### config.mk
export PLATFORM = sky130hd
export DESIGN_NAME = housekeeping_spi
export DESIGN_NICKNAME = d
export VERILOG_FILES = /design/src/rtl/hkspi_pkg.sv /design/src/rtl/housekeeping_spi_sync_edge.sv /design/src/rtl/housekeeping_spi.sv
export SDC_FILE = /design/constraint.sdc
export NUM_CORES = 1
export LEC_CHECK = 0
export ABC_AREA = 1
export ABC_CLOCK_PERIOD_IN_PS = 2300
export CORE_ASPECT_RATIO = 0.9
export CORE_MARGIN = 2
export CORE_UTILIZATION = 56
export DETAILED_ROUTE_END_ITERATION = 7
export PLACE_DENSITY = 0.84
export SETUP_SLACK_MARGIN = 0.4
export SYNTH_ARGS = -nofsm -noshare
export SYNTH_HDL_FRONTEND = slang
export SYNTH_SLANG_ARGS = --single-unit
### constraint.sdc
create_clock -name clock -period 2.3 [get_ports clock]
set_input_delay 0.345 -clock clock [delete_from_list [all_inputs] [get_ports clock]]
set_output_delay 0.345 -clock clock [all_outputs]
set_load 0.01 [all_outputs]
### src/rtl/hkspi_pkg.sv
// Shared definitions for the housekeeping SPI slave: command layout,
// register addresses, register reset values and the transaction state enum.
package hkspi_pkg;

    localparam int CMD_WRITE_BIT = 7;
    localparam int CMD_READ_BIT  = 6;
    localparam int CMD_COUNT_MSB = 5;
    localparam int CMD_COUNT_LSB = 3;

    localparam logic [7:0] REG_PLL_ENA    = 8'd8;
    localparam logic [7:0] REG_PLL_BYPASS = 8'd9;
    localparam logic [7:0] REG_IRQ        = 8'd10;
    localparam logic [7:0] REG_EXT_RESET  = 8'd11;
    localparam logic [7:0] REG_TRAP       = 8'd12;
    localparam logic [7:0] REG_PLL_TRIM0  = 8'd13;
    localparam logic [7:0] REG_PLL_TRIM1  = 8'd14;
    localparam logic [7:0] REG_PLL_TRIM2  = 8'd15;
    localparam logic [7:0] REG_PLL_TRIM3  = 8'd16;
    localparam logic [7:0] REG_PLL_SEL    = 8'd17;
    localparam logic [7:0] REG_PLL_DIV    = 8'd18;

    localparam logic [7:0] RST_PLL_ENA    = 8'h02;
    localparam logic [7:0] RST_PLL_BYPASS = 8'h01;
    localparam logic [7:0] RST_IRQ        = 8'h00;
    localparam logic [7:0] RST_EXT_RESET  = 8'h00;
    localparam logic [7:0] RST_PLL_TRIM0  = 8'hFF;
    localparam logic [7:0] RST_PLL_TRIM1  = 8'hEF;
    localparam logic [7:0] RST_PLL_TRIM2  = 8'hFF;
    localparam logic [7:0] RST_PLL_TRIM3  = 8'h03;
    localparam logic [7:0] RST_PLL_SEL    = 8'h12;
    localparam logic [7:0] RST_PLL_DIV    = 8'h04;

    typedef enum logic [2:0] {
        ST_IDLE,
        ST_COMMAND,
        ST_ADDRESS,
        ST_DATA,
        ST_DONE
    } hkspi_state_e;

endpackage

### src/rtl/housekeeping_spi_sync_edge.sv
// Brings the pad SPI pins into the core clock domain and flags SCK rising edges.
module spi_sync_edge (
    input  logic clock,
    input  logic reset,
    input  logic csb,
    input  logic sck,
    input  logic sdi,
    output logic csb_level,
    output logic sck_rise,
    output logic sdi_level
);

    logic csb_meta, csb_sync;
    logic sck_meta, sck_sync, sck_prev;
    logic sdi_meta, sdi_sync;

    // CSB resets to "selected" so a window already open at reset release
    // is never mistaken for a fresh one.
    always_ff @(posedge clock) begin
        if (reset) begin
            csb_meta <= 1'b0;
            csb_sync <= 1'b0;
            sck_meta <= 1'b0;
            sck_sync <= 1'b0;
            sck_prev <= 1'b0;
            sdi_meta <= 1'b0;
            sdi_sync <= 1'b0;
        end else begin
            csb_meta <= csb;
            csb_sync <= csb_meta;
            sck_meta <= sck;
            sck_sync <= sck_meta;
            sck_prev <= sck_sync;
            sdi_meta <= sdi;
            sdi_sync <= sdi_meta;
        end
    end

    assign csb_level = csb_sync;
    assign sck_rise  = sck_sync & ~sck_prev;
    assign sdi_level = sdi_sync;

endmodule

### src/rtl/housekeeping_spi.sv
// Housekeeping SPI slave: oversampled SPI framing, ID/PLL/IRQ/reset register
// file and read-back shifter, all in the core clock domain.
module housekeeping_spi
    import hkspi_pkg::*;
#(
    parameter logic [11:0] MFGR_ID = 12'h456,
    parameter logic [7:0]  PROD_ID = 8'h11,
    parameter logic [31:0] USER_ID = 32'h0
) (
    input  logic        clock,
    input  logic        reset,
    input  logic        spi_csb,
    input  logic        spi_sck,
    input  logic        spi_sdi,
    output logic        spi_sdo,
    output logic        spi_sdo_enb,
    input  logic        trap,
    output logic        ext_reset,
    output logic        irq,
    output logic        pll_ena,
    output logic        pll_dco_ena,
    output logic        pll_bypass,
    output logic [25:0] pll_trim,
    output logic [2:0]  pll_sel,
    output logic [2:0]  pll90_sel,
    output logic [4:0]  pll_div
);

    logic csb_s, sck_rise, sdi_s;

    spi_sync_edge u_sync (
        .clock     (clock),
        .reset     (reset),
        .csb       (spi_csb),
        .sck       (spi_sck),
        .sdi       (spi_sdi),
        .csb_level (csb_s),
        .sck_rise  (sck_rise),
        .sdi_level (sdi_s)
    );

    hkspi_state_e state, state_next;

    logic       armed;
    logic [2:0] bit_cnt;
    logic [6:0] shift_in;
    logic [7:0] new_byte;
    logic       cmd_write, cmd_read;
    logic [2:0] cmd_count;
    logic [2:0] data_cnt;
    logic [7:0] addr;
    logic [7:0] out_shift;
    logic       active, byte_done, last_data, reg_we;
    logic [7:0] load_addr, read_data;

    logic [1:0] pll_ctrl_q;
    logic       bypass_q, irq_q, ext_reset_q;
    logic [7:0] trim0_q, trim1_q, trim2_q;
    logic [1:0] trim3_q;
    logic [5:0] sel_q;
    logic [4:0] div_q;

    assign active    = (state == ST_COMMAND) || (state == ST_ADDRESS) || (state == ST_DATA);
    assign new_byte  = {shift_in, sdi_s};
    assign byte_done = active && !csb_s && sck_rise && (bit_cnt == 3'd7);
    assign last_data = (cmd_count != 3'd0) && (3'(data_cnt + 3'd1) == cmd_count);
    assign reg_we    = byte_done && (state == ST_DATA) && cmd_write;

    always_ff @(posedge clock) begin
        if (reset) state <= ST_IDLE;
        else       state <= state_next;
    end

    always_comb begin
        state_next = state;
        unique case (state)
            ST_IDLE:    if (!csb_s && armed) state_next = ST_COMMAND;
            ST_COMMAND: if (byte_done) state_next = ST_ADDRESS;
            ST_ADDRESS: if (byte_done) state_next = ST_DATA;
            ST_DATA:    if (byte_done && last_data) state_next = ST_DONE;
            ST_DONE:    state_next = ST_DONE;
            default:    state_next = ST_IDLE;
        endcase
        if (csb_s) state_next = ST_IDLE;
    end

    // armed stays clear after reset until CSB is seen high, so the tail of a
    // window interrupted by reset is ignored.
    always_ff @(posedge clock) begin
        if (reset) begin
            armed     <= 1'b0;
            bit_cnt   <= 3'd0;
            shift_in  <= 7'd0;
            cmd_write <= 1'b0;
            cmd_read  <= 1'b0;
            cmd_count <= 3'd0;
            data_cnt  <= 3'd0;
            addr      <= 8'd0;
            out_shift <= 8'd0;
        end else begin
            if (csb_s) armed <= 1'b1;
            if (csb_s || !active) begin
                bit_cnt <= 3'd0;
                if (state == ST_IDLE) data_cnt <= 3'd0;
            end else if (sck_rise) begin
                shift_in  <= new_byte[6:0];
                bit_cnt   <= bit_cnt + 3'd1;
                out_shift <= {out_shift[6:0], 1'b0};
                if (bit_cnt == 3'd7) begin
                    unique case (state)
                        ST_COMMAND: begin
                            cmd_write <= new_byte[CMD_WRITE_BIT];
                            cmd_read  <= new_byte[CMD_READ_BIT];
                            cmd_count <= new_byte[CMD_COUNT_MSB:CMD_COUNT_LSB];
                        end
                        ST_ADDRESS: begin
                            addr      <= new_byte;
                            out_shift <= read_data;
                        end
                        ST_DATA: begin
                            addr      <= addr + 8'd1;
                            data_cnt  <= data_cnt + 3'd1;
                            out_shift <= read_data;
                        end
                        default: ;
                    endcase
                end
            end
        end
    end

    // Byte loaded for read-out: the address itself at the end of the address
    // byte, the next address at the end of each data byte.
    always_comb begin
        load_addr = (state == ST_ADDRESS) ? new_byte : addr + 8'd1;
        read_data = 8'h00;
        case (load_addr)
            8'd1:           read_data = {4'h0, MFGR_ID[11:8]};
            8'd2:           read_data = MFGR_ID[7:0];
            8'd3:           read_data = PROD_ID;
            8'd4:           read_data = USER_ID[31:24];
            8'd5:           read_data = USER_ID[23:16];
            8'd6:           read_data = USER_ID[15:8];
            8'd7:           read_data = USER_ID[7:0];
            REG_PLL_ENA:    read_data = {6'h0, pll_ctrl_q};
            REG_PLL_BYPASS: read_data = {7'h0, bypass_q};
            REG_IRQ:        read_data = {7'h0, irq_q};
            REG_EXT_RESET:  read_data = {7'h0, ext_reset_q};
            REG_TRAP:       read_data = {7'h0, trap};
            REG_PLL_TRIM0:  read_data = trim0_q;
            REG_PLL_TRIM1:  read_data = trim1_q;
            REG_PLL_TRIM2:  read_data = trim2_q;
            REG_PLL_TRIM3:  read_data = {6'h0, trim3_q};
            REG_PLL_SEL:    read_data = {2'h0, sel_q};
            REG_PLL_DIV:    read_data = {3'h0, div_q};
            default:        read_data = 8'h00;
        endcase
    end

    always_ff @(posedge clock) begin
        if (reset) begin
            pll_ctrl_q  <= RST_PLL_ENA[1:0];
            bypass_q    <= RST_PLL_BYPASS[0];
            irq_q       <= RST_IRQ[0];
            ext_reset_q <= RST_EXT_RESET[0];
            trim0_q     <= RST_PLL_TRIM0;
            trim1_q     <= RST_PLL_TRIM1;
            trim2_q     <= RST_PLL_TRIM2;
            trim3_q     <= RST_PLL_TRIM3[1:0];
            sel_q       <= RST_PLL_SEL[5:0];
            div_q       <= RST_PLL_DIV[4:0];
        end else if (reg_we) begin
            case (addr)
                REG_PLL_ENA:    pll_ctrl_q  <= new_byte[1:0];
                REG_PLL_BYPASS: bypass_q    <= new_byte[0];
                REG_IRQ:        irq_q       <= new_byte[0];
                REG_EXT_RESET:  ext_reset_q <= new_byte[0];
                REG_PLL_TRIM0:  trim0_q     <= new_byte;
                REG_PLL_TRIM1:  trim1_q     <= new_byte;
                REG_PLL_TRIM2:  trim2_q     <= new_byte;
                REG_PLL_TRIM3:  trim3_q     <= new_byte[1:0];
                REG_PLL_SEL:    sel_q       <= new_byte[5:0];
                REG_PLL_DIV:    div_q       <= new_byte[4:0];
                default: ;
            endcase
        end
    end

    assign spi_sdo_enb = !((state == ST_DATA) && cmd_read && !csb_s);
    assign spi_sdo     = !spi_sdo_enb && out_shift[7];

    assign pll_ena     = pll_ctrl_q[0];
    assign pll_dco_ena = pll_ctrl_q[1];
    assign pll_bypass  = bypass_q;
    assign irq         = irq_q;
    assign ext_reset   = ext_reset_q;
    assign pll_trim    = {trim3_q, trim2_q, trim1_q, trim0_q};
    assign pll_sel     = sel_q[2:0];
    assign pll90_sel   = sel_q[5:3];
    assign pll_div     = div_q;

endmodule

# Word level (Yosys, flattened, before mapping)

Index checks and enable logic that the tools add are counted.

Flip-flop bits (word level): 87
Bits in latches: 0
Memory bits (writable): 0
Bits in read-only memories: 0
Logic and storage cells: 124
Memories kept: 0

$add $sub $neg: 3
Multiply operators: 0
Divide/modulo/power cells: 0
Order comparisons: 0
Equality and inequality tests: 35
Shift operators: 0
Muxes and demuxes: 15
Bitwise operators: 3
Reduce and logical (&&, ||, !) cells: 41

Operators with widths:

| cell                                                 | number |
|---|---|
| equality test 8 x 4 -> 1 bit (second input constant) | 15 |
| case mux 8 bit (14 select lines)                     | 1 |
| equality test 8 x 5 -> 1 bit (second input constant) | 6 |
| two-way mux 3 bit                                    | 9 |
| two-way mux 8 bit                                    | 3 |
| AND reduction 2 bit                                  | 11 |
| equality test 8 x 2 -> 1 bit (second input constant) | 2 |
| case mux 8 bit (2 select lines)                      | 1 |
| AND reduction 4 bit                                  | 4 |
| case mux 3 bit (5 select lines)                      | 1 |
| logical AND 1 bit                                    | 11 |
| adder 8 x 1 -> 8 bit (second input constant)         | 1 |
| equality test 8 x 1 -> 1 bit (second input constant) | 1 |
| inequality test 2 bit (second input constant)        | 4 |
| nonzero test 2 bit                                   | 4 |
| adder 3 x 1 -> 3 bit (second input constant)         | 2 |
| equality test 3 x 2 -> 1 bit (second input constant) | 2 |
| equality test 3 bit (second input constant)          | 2 |
| OR reduction 2 bit                                   | 3 |
| equality test 3 x 1 -> 1 bit (second input constant) | 1 |
| equality test 3 bit                                  | 1 |
| zero test 1 bit                                      | 3 |
| zero test 3 bit                                      | 1 |
| logical OR 1 bit                                     | 3 |
| 4 further kinds                                      | 5 |

# Logic depth before layout (Yosys ltp)

Depth in word-level cells: 9
Mapped depth: 18
Mapped depth without buffers: 17

# Modules after synthesis

A second synthesis with hierarchy kept.

Cell total of the unflattened synthesis: 624
Area, all modules: 4593.2 um2

Modules (own cells, without submodules):

| module           | instances | cells each | area each (um2) |
|---|---|---|---|
| housekeeping_spi | 1         | 602        | 4396.7 |
| spi_sync_edge    | 1         | 22         | 196.4 |

# Worst setup path after synthesis

OpenSTA, ideal clock, no wires.

Kind: reg-to-reg
Start: register addr[0]
End: register out_shift[0]
Arrival: 1.852 ns
Required time: 2.170 ns
Setup slack: 0.317 ns
Stages on the path, launching flop included: 16
Buffers on the path: 1
Clock period less this slack: 1.983 ns
Cells stage by stage: dfxtp_1 > ha_1 > inv_1 > nor2_2 > nand3_1 > nand3_1 > nor2_1 > nor2_1 > nor2_4 > buf_6 > o21ai_1 > nand3_2 > nor2_1 > nor2_2 > nand2_1 > a21oi_1

Word-level cells in the longest chain between the ends: 6
Elaborated cells on any way between the ends: 19
Classes of those cells: add/sub: 1; eq/ne: 14; mux: 4

RTL lines:

| item                                                 | line                    | text |
|---|---|---|
| start, declared                                      | housekeeping_spi.sv:51  | `logic [7:0] addr;` |
| start signal, assigned                               | housekeeping_spi.sv:117 | `addr <= new_byte;` |
| start signal, assigned                               | housekeeping_spi.sv:121 | `addr <= addr + 8'd1;` |
| adder 8 x 1 -> 8 bit (*)                             | housekeeping_spi.sv:135 | `load_addr = (state == ST_ADDRESS) ? new_byte : addr + 8'd1;` |
| two-way mux 8 bit (*)                                | housekeeping_spi.sv:135 |  |
| equality test 8 x 5 -> 1 bit (tied with other cells) | housekeeping_spi.sv:137 | `case (load_addr)` |
| case mux 8 bit (14 select lines) (*)                 | housekeeping_spi.sv:137 |  |
| two-way mux 8 bit (*)                                | housekeeping_spi.sv:110 | `unique case (state)` |
| two-way mux 8 bit (*)                                | housekeeping_spi.sv:109 | `if (bit_cnt == 3'd7) begin` |
| end signal, assigned                                 | housekeeping_spi.sv:108 | `out_shift <= {out_shift[6:0], 1'b0};` |
| end signal, assigned                                 | housekeeping_spi.sv:118 | `out_shift <= read_data;` |
| end signal, assigned                                 | housekeeping_spi.sv:123 | `out_shift <= read_data;` |
| end, declared                                        | housekeeping_spi.sv:52  | `logic [7:0] out_shift;` |

Every way passes the cells marked *; elsewhere a longest branch is shown, timed or not.
A chain may end at the register's enable or synchronous reset.

# Worst setup path after layout

Same ends and word-level chain as after synthesis.

==> impl_metrics.json <==
{
  "synth_seq_cells": 87,
  "cts_tree": "yes",
  "cp.arrival_ps": 2410,
  "synth-async-reset-ratio": 0,
  "slew_headroom": 0.679,
  "hold_viol_final": 0,
  "syn_to_final_growth_pct": 38.3,
  "synth.avg_cell_area_um2": 7.03,
  "grt_pass1_wl_um": 21800,
  "layout.nets": 722,
  "port_buffers": 49,
  "synth-edff-count": 0,
  "met2_usage": 0.565,
  "clock_path_buffers": 2,
  "drive_gt1_frac": 0.263,
  "synth_nets": 628,
  "cts_buffers": 9,
  "setup_slack_ps": 185,
  "post-synth-top-area-fraction": 0.403,
  "fin_skew_ps": 13.3,
  "core_um2": 7510,
  "power.total_mw": 4.48,
  "worstPathRequired_ps": 2600,
  "dpl.hpwl_um": 9200,
  "hold_start": "u_sync.csb_meta",
  "grt_max_degree": 68,
  "period_minus_slack_ps": 2110,
  "syn_inst": 615,
  "dp_cells": 758,
  "first_pass_iters": 6,
  "h-tree-depth": 3,
  "maxCapViolCount": 0,
  "p_leak_nw": 2.56,
  "hold_class": "reg -> reg",
  "hold_depth": 2,
  "synth_common_cells": "nand2_1 (130), dfxtp_1 (87), inv_1 (62)",
  "netlist_area_um2": 4320,
  "antenna_found_initial": 0,
  "power_switching_mw": 1.72,
  "yosysWarnings": 0,
  "fin_setup_tns_ps": 0,
  "rsz0062_at_grt": "true",
  "multi_input_area_um2": 2640,
  "regArea_um2": 1770,
  "die_w_um": 96.6,
  "dr.first_iter.drc_count": 391,
  "n_antenna_cell": 0,
  "r2r_cells": 16,
  "swShare": 0.383,
  "start_util": 0.576,
  "hold_end": "u_sync.csb_level",
  "grt.met3_usage": 0.0698,
  "critPathLaunchType": "flip-flop",
  "fillers": 521,
  "criticalPathCategory": "reg -> reg",
  "synth_area_leaders": "dfxtp_1 (40%), nand2_1 (11%), a21oi_1 (6.9%)",
  "grt_pass1_vias": 4512,
  "viasPerCell": 5.87,
  "fmax_ghz": 0.473,
  "ys.flop_type": "dfxtp_1",
  "top_usage_layer": "met2",
  "r2r_setup_slack_ps": 190,
  "die-area_um2": 8440,
  "setup_viol": 0,
  "tightest_slew_ps": 478,
  "grt_util_met1": 0.389,
  "path_max_fanout": 5,
  "pwr-share-clk": 0.279,
  "vias": 4754,
  "track_usage": 0.323,
  "postCtsHoldBufs": 0,
  "r2r_start": "addr[0]",
  "synth_area_leader_cell": "dfxtp_1",
  "maxSlewViolCount": 0,
  "p_int_mw": 2.77,
  "final_antenna_net_count": 0,
  "clkTransAtPathRegs_ps": 100,
  "grt_overflow": 0,
  "wl_um": 14300,
  "finalCritPeriodShare": 0.919,
  "final_util": 0.796,
  "yosysMostFrequentCell": "nand2_1",
  "hold_slack_ps": 412,
  "cts_sinks": 87,
  "pre_cts_ws_ps": 37.2,
  "combPwrFrac": 0.362,
  "p_seq_frac": 0.359,
  "final_cells": 810,
  "vdd_drop_max_mv": 0.553,
  "powerDensity_nw_per_um2": 750,
  "timing.rr.end": "out_shift[0]",
  "die-height_um": 87.3,
  "io_pins": 50,
  "root_buffer": "clkbuf_8",
  "yosys.cell_types.count": 37,
  "wire_per_inst_um": 17.7,
  "ys_seq_area_frac": 0.403,
  "drcViolationCount": 0,
  "clk_latency_ps": 370,
  "placed_cell_area_um2": 5000,
  "status": "completed",
  "gp_congestion": 0.976,
  "cp-end-kind": "flip-flop",
  "rows": 30,
  "finish.instance_area_um2": 5980
}
## how the worst max path moves through the flow
stage / start / to / slack (ps) / depth (start not counted)
4_1_cts: addr[1] / out_shift[5] / 260 / 14
6_report: addr[0] / out_shift[0] / 190 / 16
2_1_floorplan: addr[0] / out_shift[5] / 440 / 14
5_1_grt: addr[0] / out_shift[7] / 60 / 16
3_3_place_gp: state[2] / out_shift[4] / 100 / 14
3_5_place_dp: state[2] / out_shift[5] / 40 / 12
## state kept, by name, summed over array words and instances, names as in the netlist, 2 cells and up
name / count
bit_cnt: 3
addr: 8
pll_ctrl_q: 2
trim2_q: 8
data_cnt: 3
trim3_q: 2
trim0_q: 8
trim1_q: 8
sel_q: 6
out_shift: 8
cmd_count: 3
pll_div: 5
shift_in: 7
state: 3
## placed cells by master, fill, tap and decap left out, types with 3 or more instances in the layout
cell               n
o211ai_1          30
nand2_2           15
buf_6             11
inv_1             55
o21ai_0           41
o21ai_1            7
dfxtp_2            5
clkdlybuf4s50_1   47
inv_4              3
nand3_2           11
nand3_1           38
nand2_4            8
nor2_1            37
nand2_1          117
dfxtp_1           76
dfxtp_4            6
nor2_2            17
a21oi_2            3
nand3_4            7
ha_1               4
o21ai_2            5
nand4_1            3
buf_4             39
a21oi_1           57
clkbuf_8           9
ha_4               3
nor2_4            15
inv_2             10
inv_6              3
## critical path, stage by stage, from the launching register on
cell and delay [ps]:
dfxtp_4 390, inv_2 70, ha_1 300, inv_1 50, nand2_1 100, o21ai_4 90
inv_2 110, nand2_4 70, nor2_4 130, nand3_2 140, nand2_1 140, inv_1 60
nand3_2 70, nor2_2 40, nor2_2 110, nand2_1 60, a21oi_1 120
## what timing repair did
action	CTS	global route
cloned	2	3
resized for setup	77	68
endpoints found under the hold margin	0	0
setup buffers	22	9
pin swaps	19	30
setup endpoints to repair	55	65
## routing by layer
metal | up-vias | routed length [µm]
met5 | - | 0
met4 | 0 | 397
met3 | 34 | 1170
met2 | 246 | 7100
met1 | 2237 | 5650
li1 | 2237 | -
## area by class of cell
| class | count | share of cell area |
|---|---|---|
| multi-input cells | 439 | 0.441 |
| flip-flops and latches | 87 | 0.296 |
| repair buffers | 102 | 0.158 |
| inverters | 70 | 0.0454 |
| clock buffers | 9 | 0.0207 |
| well taps | 96 | 0.0201 |
| clock inverters | 7 | 0.0182 |
## logic make-up (layout without fill, tap and decap cells)
| family | count (synthesis) | after routing | synth area share |
|---|---|---|---|
| and+or+nand+nor | 273 | 275 | 0.281 |
| AOI/OAI and AO/OA | 153 | 153 | 0.203 |
| buffers and inverters | 91 | 188 | 0.0845 |
| DFF | 87 | 87 | 0.403 |
| adders and majority gates | 7 | 7 | 0.0203 |
| xor gates and xnor gates | 4 | 4 | 0.00811 |
## power by group through the flow
stage	combinational, mW	clock (mW)	sequential [mW]
global placement	1.11	0	1.62
global route	1.74	1.32	1.61
CTS	1.45	1.26	1.60
detailed placement	1.13	0	1.63
finish	1.62	1.25	1.61
floorplan	0.893	0	1.61
(Power assumes the default switching activity.)
